[config.mk]
export PLATFORM = sky130hd
export DESIGN_NAME = status_flag_unit
export DESIGN_NICKNAME = d
export VERILOG_FILES = /design/src/rtl/status_flag_unit.sv
export SDC_FILE = /design/constraint.sdc
export NUM_CORES = 1
export LEC_CHECK = 0
export ABC_AREA = 1
export CORE_ASPECT_RATIO = 2
export CORE_MARGIN = 1.5
export CORE_UTILIZATION = 48
export CTS_BUF_LIST = sky130_fd_sc_hd__clkbuf_4 sky130_fd_sc_hd__clkbuf_8
export DETAILED_ROUTE_END_ITERATION = 16
export PLACE_DENSITY = 0.8
export SLEW_MARGIN = 30
export SYNTH_ARGS = -nofsm -noshare
export SYNTH_HDL_FRONTEND = slang
export SYNTH_SLANG_ARGS = --single-unit
[constraint.sdc]
create_clock -name clk -period 2.11 [get_ports clk]
set_clock_uncertainty 0.05 [all_clocks]
set_input_delay 0.422 -clock clk [delete_from_list [all_inputs] [get_ports clk]]
set_output_delay 0.422 -clock clk [all_outputs]
set_load 0.02 [all_outputs]
[src/rtl/status_flag_unit.sv]
// rtl/status_flag_unit.sv - N/Z/C/V status register with saved-flags LIFO
//
// Builds N/Z/C/V from the EX-stage ALU result and holds them in the status
// register. A small LIFO saves flags on exception entry and restores them on
// exception return.
//
// Optional feature macro: FLAG_FWD_EN
//   defined   : flags_cond is the combinational next-flags value (bypass)
//   undefined : flags_cond is the registered flags_reg
//
// Ports:
//   clk, reset           rising-edge clock, asynchronous active-high reset
//   stall                freezes all state (errors included)
//   flush                squashes this cycle's EX flag update only
//   ex_valid, ex_s_bit   EX holds a real instruction / requests flag update
//   ex_logical           1: C<-shifter_c, V kept; 0: C<-alu_c, V<-alu_v
//   alu_result, alu_c, alu_v, shifter_c   ALU/shifter results
//   save, restore        push current flags / pop top entry into flags
//   flags_reg            registered flags {V,C,Z,N}
//   flags_cond           flags presented to the condition tester
//   lifo_count, lifo_full, lifo_empty, lifo_err   LIFO status (err sticky)
module status_flag_unit #(
    parameter  int WIDTH = 32,
    parameter  int DEPTH = 4,
    localparam int PTR_W = $clog2(DEPTH + 1)
) (
    input  logic             clk,
    input  logic             reset,
    input  logic             stall,
    input  logic             flush,
    input  logic             ex_valid,
    input  logic             ex_s_bit,
    input  logic             ex_logical,
    input  logic [WIDTH-1:0] alu_result,
    input  logic             alu_c,
    input  logic             alu_v,
    input  logic             shifter_c,
    input  logic             save,
    input  logic             restore,
    output logic [3:0]       flags_reg,
    output logic [3:0]       flags_cond,
    output logic [PTR_W-1:0] lifo_count,
    output logic             lifo_full,
    output logic             lifo_empty,
    output logic             lifo_err
);

    localparam logic [PTR_W-1:0] ONE     = PTR_W'(1);
    localparam logic [PTR_W-1:0] DEPTH_P = PTR_W'(DEPTH);

    logic [3:0]       flags_q, flags_d;
    logic [PTR_W-1:0] count_q, count_d;
    logic             err_q, err_d;
    logic [3:0]       lifo_q [DEPTH];
    logic [3:0]       lifo_d [DEPTH];

    logic             upd;
    logic             empty, full;
    logic [3:0]       new_flags;
    logic [3:0]       top;
    logic             we;
    logic [PTR_W-1:0] wr_idx;

    assign empty = (count_q == '0);
    assign full  = (count_q == DEPTH_P);
    assign upd   = ex_valid & ex_s_bit & ~flush & ~stall;

    // Logical ops keep the current V; C comes from the shifter.
    assign new_flags[0] = alu_result[WIDTH-1];
    assign new_flags[1] = (alu_result == '0);
    assign new_flags[2] = ex_logical ? shifter_c  : alu_c;
    assign new_flags[3] = ex_logical ? flags_q[3] : alu_v;

    always_comb begin
        top = '0;
        for (int i = 0; i < DEPTH; i++) begin
            if (PTR_W'(i) == count_q - ONE) begin
                top = lifo_q[i];
            end
        end
    end

    always_comb begin
        flags_d = flags_q;
        count_d = count_q;
        err_d   = err_q;
        we      = 1'b0;
        wr_idx  = count_q;
        if (!stall) begin
            if (save && restore && !empty) begin
                // Exchange: old flags overwrite the top, top becomes flags.
                flags_d = top;
                we      = 1'b1;
                wr_idx  = count_q - ONE;
            end else begin
                if (restore && !empty) begin
                    flags_d = top;
                    count_d = count_q - ONE;
                end else if (upd) begin
                    flags_d = new_flags;
                end
                if (restore && empty) begin
                    err_d = 1'b1;
                end
                if (save) begin
                    if (!full) begin
                        // Pushes the pre-edge flags, never this cycle's update.
                        we      = 1'b1;
                        wr_idx  = count_q;
                        count_d = count_q + ONE;
                    end else begin
                        err_d = 1'b1;
                    end
                end
            end
        end
    end

    always_comb begin
        for (int i = 0; i < DEPTH; i++) begin
            lifo_d[i] = (we && (wr_idx == PTR_W'(i))) ? flags_q : lifo_q[i];
        end
    end

    always_ff @(posedge clk or posedge reset) begin
        if (reset) begin
            flags_q <= 4'b0000;
            count_q <= '0;
            err_q   <= 1'b0;
            for (int i = 0; i < DEPTH; i++) begin
                lifo_q[i] <= 4'b0000;
            end
        end else begin
            flags_q <= flags_d;
            count_q <= count_d;
            err_q   <= err_d;
            for (int i = 0; i < DEPTH; i++) begin
                lifo_q[i] <= lifo_d[i];
            end
        end
    end

    assign flags_reg  = flags_q;
`ifdef FLAG_FWD_EN
    assign flags_cond = flags_d;
`else
    assign flags_cond = flags_q;
`endif
    assign lifo_count = count_q;
    assign lifo_full  = full;
    assign lifo_empty = empty;
    assign lifo_err   = err_q;

endmodule

==> results of run 1 <==
==> routing by layer <==
metal / up-vias / track usage
li1: 932 / -
met1: 821 / 0.2716
met2: 59 / 0.4785
met3: 20 / 0.01837
met4: 0 / 0.1403
met5: - / 0
==> state kept, by name, summed over array words and instances (netlist names) <==
register    flops
lifo_count      3
lifo_err        1
lifo_q         16
flags_cond      4
==> layout by cell type (no fill, tap or decap), types with 5 or more instances in the layout <==
cell type	instances
nand4_1	12
buf_4	17
ha_1	5
nand2_1	84
nor2_1	28
dfrtp_1	24
o21ai_0	9
clkdlybuf4s50_1	55
inv_1	24
nand3_1	23
==> final cells by class <==
class,count,area (um^2)
Clock buffer,3,41.29
Multi-Input combinational cell,188,1002
Timing Repair Buffer,75,715.7
Tap cell,49,61.31
Sequential cell,24,600.6
Inverter,27,106.4
Clock inverter,1,30.03
Fill cell,308,1011
==> power groups by stage <==
stage	clock network (mW)	logic (mW)	registers, mW
floorplan	0	1.07	0.903
global placement	0	1.87	0.822
detailed placement	0	1.90	0.825
CTS	0.413	1.91	0.817
global route	0.435	2.11	0.840
finish	0.410	1.91	0.818
==> cells in the mapped netlist <==
library cell,count
buf_2,1
nand3_1,23
nand3_2,2
o211ai_1,1
o21ai_0,9
nand2_8,1
a21o_1,1
buf_6,2
o21ai_4,1
o22ai_1,1
ha_1,6
a21oi_1,4
dfrtp_1,24
nand4_1,12
buf_4,4
inv_1,24
nand4_4,1
inv_2,2
nand2_1,84
nand2_4,3
nand3_4,2
inv_6,1
nand3b_1,1
nand2_2,2
a22oi_1,1
xor2_1,1
nor2_4,4
nor2_1,28
==> through the flow <==
| stage | instance area, um^2 | hold WS, ps | utilization | worst slack (ps) |
|---|---|---|---|---|
| finish | 2557 | 424.8 | 0.7167 | 158.9 |
| global route | 2557 | 446.7 | 0.7167 | 31.55 |
| CTS | 2557 | 429.9 | 0.7167 | 147.8 |
| detailed placement | 2486 | 401.4 | 0.6967 | 1.686 |
| global placement | 2486 | 394.4 | 0.6967 | 37.90 |
| floorplan | 1764 | 386.6 | - | 118.9 |
==> worst max-delay path by stage <==
stage	from	endpoint	slack, ps	depth (start not counted)
floorplan	lifo_count[0]	lifo_q[4]	120	11
global placement	restore	lifo_q[8]	40	8
detailed placement	restore	lifo_q[3]	2	8
CTS	lifo_count[0]	lifo_full	150	5
global route	lifo_count[1]	flags_cond[2]	30	13
finish	lifo_count[0]	lifo_full	160	5
==> kinds of logic after synthesis <==
logic type                 count (synthesis)  synth area share
buffers and inverters                     34           0.09291
adders and majority gates                  6           0.04255
DFF                                       24            0.3404
xor gates and xnor gates                   1          0.004965
AOI/OAI and AO/OA                         18           0.06242
and+or+nand+nor                          163            0.4567
==> key figures, run 1 <==
Global routing
  • Antenna violations before repair: 0
  • GRT Residual Overflow: 0
  • Pin count of the biggest net entering global routing: 25
  • Vias in the first global route: 1780
  • Global-route wire length before repair: 7838 um
  • Gr usage total: 0.2598

Worst hold path
  • HP Start: lifo_err
  • Hold path depth: 1
  • Worst min path class: flip-flop to flip-flop
  • WHS Endpoint: lifo_err

Routing
  • Pre-antenna DRT Iters: 4
  • Remaining routing DRC violations: 0
  • Uppermost layer routed: met4
  • DR WL/cell: 13.29 um
  • Final ANT Viol Nets: 0
  • DR vias/cell: 4.992
  • DR iter-0 viols: 44
  • Wl on met1: 1655 um
  • Post-Route WL: 4876 um
  • Met2 wire length: 2828 um
  • Detail Route met3 WL: 151 um
  • Vias after detailed routing: 1832

Synth
  • Mapped Cells: 246
  • Ranking of synthesized cells by area: dfrtp_1 (34%), nand2_1 (18%), nand3_1 (6.5%), nor2_1 (6.0%), inv_1 (5.1%)
  • Synthesis-stage register bit count: 24
  • Post-synth top area share: 0.3404
  • Post-synthesis sequential area ratio: 0.3404
  • Yosys warns: 0
  • Synth Net Count: 296
  • Mapped cell area: 1764 um^2
  • Avg Cell Area, Syn: 7.172 um^2
  • Unique cell type count in the Yosys netlist: 28
  • Cell taking the most area after synthesis: dfrtp_1

Critical path
  • Worst r2r path cells: 13
  • Crit path max fanout: 3
  • Most used cell, CP: inv_1
  • Arr. time, crit path: 1480 ps
  • CP bufs+invs: 3
  • CP required: 1640 ps
  • Critical-path cell list: inv_1, ha_2, nand2_1, inv_1, dlygate4sd2_1
  • Max stage delay on crit path: 380 ps
  • Worst Setup Path Type: flip-flop to output pin
  • Critical path startpoint category: flip-flop
  • Crit path max-delay family: buffers and inverters
  • Reg-to-reg endpoint: lifo_q[9]
  • R2R Path Start: lifo_count[0]
  • CP max stage cell: dfrtp_1
  • Reg2Reg Setup Slack: 200 ps
  • Endpoint type of the worst setup path: output pin

Pwr
  • Peak supply drop: 1038 uV
  • Clock power frac: 0.131
  • NetSw: 1.444 mW
  • Int Power: 1.698 mW
  • Sw frac: 0.4597
  • Combinational Power Share: 0.609
  • Tot Pwr: 3.142 mW
  • Flop pwr share: 0.260
  • P_leak: 1.254 nW
  • Power Dens Cells: 1229 nW/um^2

Layout
  • Post-Layout Cell Count: 367
  • Area Overhead vs Synth: 44.96%
  • Ant diodes: 0
  • Nets@finish: 369
  • Layout cell share with drive strength beyond 1: 0.1321

CTS
  • CTS clk-pin slew, worst paths: 100 ps
  • H-Tree Depth: 1
  • Clock Sinks: 24
  • Number of CTS-inserted buffers: 3
  • Post_cts resized: 3
  • TritonCTS clock tree: done
  • CTS Hold Bufs: 0
  • Clock Latency Late Sink: 270 ps
  • CTS max path bufs: 2
  • Setup bufs post-CTS: 0
  • Clock Tree Root: clkbuf_8

Floorplan
  • Starting Density: 0.4944
  • Std cell rows: 31
  • Die H: 88.74 um
  • IO Pins: 58
  • Total die area: 4070 um^2
  • Die X: 45.87 um
  • Area of the core: 3568 um^2

Place
  • Post-DP HPWL: 4039 um
  • GPL Wtd Cong: 0.9108
  • PortBufs: 57
  • Inst Count DP: 363

Timing
  • Worst slew pin tran: 326.1 ps
  • Minimum clock period: 1951 ps
  • FMAX: 512.5 MHz
  • Fin. Hold Viols: 0
  • Relative slew slack: 0.7826
  • Max Slew Vio Count: 0
  • RSZ-0062 raised after global routing: no
  • Setup violators final: 0
  • Fin Setup TNS: 0 ps
  • Tcrit/Tclk final: 0.9247

Run
  • Max-Cap Viols: 0

Status
  • Outcome: completed
(Power assumes the default switching activity.)
==> inputs of run 2 (changes only) <==
Settings changed: SKIP_CTS_REPAIR_TIMING from default to 1.
==> run 2 against run 1 <==
  * Global-route usage did not move
  * Core utilization rose by 0.21 points
  * Setup slack improved by 2.1 ps
  * Via count rose by 0.87%
  * First-iteration DRC count rose by 23%
  * Cell area rose by 0.29%
  * Final cell count did not move
  * Worst hold slack barely moved
  * Sequential share of layout area fell by 0.069 points
  * Clock power barely moved
  * Die area did not move
  * Total power rose by 0.31%
  * Critical endpoint is now flags_cond[0]
==> key figures, run 2 (same netlist as run 1, synthesis figures left out) <==
Status
  • Outcome: completed

Routing
  • Post-Route WL: 4867 um (-0.18%)
  • Vias after detailed routing: 1848 (+0.87%)
  • DR vias/cell: 5.035 (+0.87%)
  • Final ANT Viol Nets: 0 (unchanged)
  • DR WL/cell: 13.26 um (-0.18%)
  • Pre-antenna DRT Iters: 4 (unchanged)
  • DR iter-0 viols: 54 (+23%)
  • Remaining routing DRC violations: 0 (unchanged)

Timing
  • Fin Setup TNS: 0 ps (unchanged)
  • Fin. Hold Viols: 0 (unchanged)
  • Tcrit/Tclk final: 0.9237 (-0.001004)
  • Max Slew Vio Count: 0 (unchanged)
  • Minimum clock period: 1949 ps (-2.118 ps)
  • FMAX: 513.1 MHz (+0.11%)
  • Worst setup margin: 161.0 ps (+2.118 ps)
  • Worst slew pin tran: 325.6 ps (-0.5482 ps)
  • Worst hold margin: 424.7 ps (-0.09400 ps)
  • RSZ-0062 raised after global routing: no
  • Setup violators final: 0 (unchanged)
  • Relative slew slack: 0.7822 (about the same)

Critical path
  • Critical-path cell list: clkdlybuf4s50_1
  • Crit path max-delay family: buffers and inverters
  • Reg-to-reg endpoint: lifo_q[9]
  • R2R Path Start: lifo_count[0]
  • Max stage delay on crit path: 680 ps (+300 ps)
  • Crit path max fanout: 7 (+4)
  • CP max stage cell: clkdlybuf4s50_1
  • CP required: 1640 ps (about the same)
  • Endpoint type of the worst setup path: output pin
  • Worst r2r path cells: 13 (unchanged)
  • Reg2Reg Setup Slack: 200 ps (about the same)
  • Critical path startpoint category: flip-flop
  • CP bufs+invs: 1 (-2)
  • Worst Setup Path Type: flip-flop to output pin
  • Arr. time, crit path: 1480 ps (about the same)

Pwr
  • Clock power frac: 0.129 (-0.002)
  • P_leak: 1.278 nW (+1.9%)
  • Peak supply drop: 1030 uV (-0.80%)
  • Flop pwr share: 0.260 (about the same)
  • Combinational Power Share: 0.611 (+0.002)
  • Power Dens Cells: 1229 nW/um^2 (about the same)
  • Int Power: 1.706 mW (+0.49%)
  • Sw frac: 0.4587 (-0.0009718)
  • NetSw: 1.446 mW (about the same)

Floorplan
  • Die X: 45.87 um (unchanged)
  • IO Pins: 58 (unchanged)
  • Area of the core: 3568 um^2 (unchanged)
  • Total die area: 4070 um^2 (unchanged)
  • Die H: 88.74 um (unchanged)
  • Std cell rows: 31 (unchanged)
  • Starting Density: 0.4944 (unchanged)

Global routing
  • GRT Residual Overflow: 0 (unchanged)
  • Global-route wire length before repair: 7838 um (unchanged)
  • Pin count of the biggest net entering global routing: 25 (unchanged)
  • Gr usage total: 0.2598 (unchanged)
  • Vias in the first global route: 1780 (unchanged)
  • Antenna violations before repair: 0 (unchanged)

CTS
  • H-Tree Depth: 1 (unchanged)
  • CTS clk-pin slew, worst paths: 90 ps (about the same)
  • Clock Sinks: 24 (unchanged)
  • TritonCTS clock tree: done
  • Clock Tree Root: clkbuf_8
  • Number of CTS-inserted buffers: 3 (unchanged)
  • Clock Latency Late Sink: 270 ps (about the same)
  • CTS max path bufs: 2 (unchanged)

Place
  • GPL Wtd Cong: 0.9108 (unchanged)
  • Post-DP HPWL: 4039 um (unchanged)
  • PortBufs: 57 (unchanged)
  • Pre-CTS setup slack: 1.686 ps (unchanged)

Layout
  • Ant diodes: 0 (unchanged)
  • Most common cell after layout, fill and taps aside: nand2_1
  • Nets@finish: 369 (unchanged)
  • # fillers: 310 (+0.65%)
  • Area Overhead vs Synth: 45.39%
  • Most frequent cells in the layout: nand2_1 (84), clkdlybuf4s50_1 (55), nor2_1 (28)
  • Most flop-heavy register: lifo_q
  • Layout cell share with drive strength beyond 1: 0.1321 (unchanged)
  • Largest register FFs: 16 (unchanged)

Worst hold path
  • Hold path depth: 1 (unchanged)
  • Worst min path class: flip-flop to flip-flop
  • HP Start: lifo_err
  • WHS Endpoint: lifo_err

Run
  • Max-Cap Viols: 0 (unchanged)
==> run 2: worst max-delay path by stage <==
| stage | cells past startpoint | endpoint | slack (ps) | from |
|---|---|---|---|---|
| after global routing | 13 | flags_cond[2] | 30 | lifo_count[1] |
| after detailed placement | 8 | lifo_q[3] | 2 | restore |
| after floorplan | 11 | lifo_q[4] | 120 | lifo_count[0] |
| after CTS | 5 | lifo_full | -170 | lifo_count[0] |
| after global placement | 8 | lifo_q[8] | 40 | restore |
| final | 1 | flags_cond[0] | 160 | flags_cond[0] |
==> run 2: power groups by stage <==
stage	Clock, mW	Sequential, mW	Combinational, mW
6_report	0.407	0.819	1.93
5_1_grt	0.435	0.840	2.11
3_3_place_gp	0	0.822	1.87
4_1_cts	0.413	0.817	1.92
3_5_place_dp	0	0.825	1.90
2_1_floorplan	0	0.903	1.07
==> run 2: through the flow <==
stage / util / power [mW] / instance area, um^2 / std cells
after detailed placement: 0.6967 / 2.727 / 2486 / 363
after global placement: 0.6967 / 2.693 / 2486 / 363
after floorplan: - / 1.977 / 1764 / 246
after global routing: 0.7188 / 3.389 / 2565 / 367
final: 0.7188 / 3.152 / 2565 / 367
after CTS: 0.7167 / 3.148 / 2557 / 367
==> run 2: cell type report <==
class / count / area, um^2 / area share
Clock buffer: 3 / 41.29 / 0.01610
Inverter: 27 / 106.4 / 0.04146
Tap cell: 49 / 61.31 / 0.02390
Clock inverter: 1 / 30.03 / 0.01171
Timing Repair Buffer: 75 / 723.2 / 0.2820
Multi-Input combinational cell: 188 / 1002 / 0.3907
Sequential cell: 24 / 600.6 / 0.2341
==> run 2: metal layers <==
layer / vias up / global-route usage / share of wire
met3: 20 / 0.01837 / 0.033
met4: 0 / 0.1403 / 0.050
met5: - / 0 / 0
li1: 932 / - / -
met1: 830 / 0.2716 / 0.33
met2: 66 / 0.4785 / 0.59
==> inputs of run 3 (changes only) <==
Settings changed: TNS_END_PERCENT from default to 50.
==> results of run 3 <==
Same layout as run 2: the final DEF is identical, and so are final timing and power.
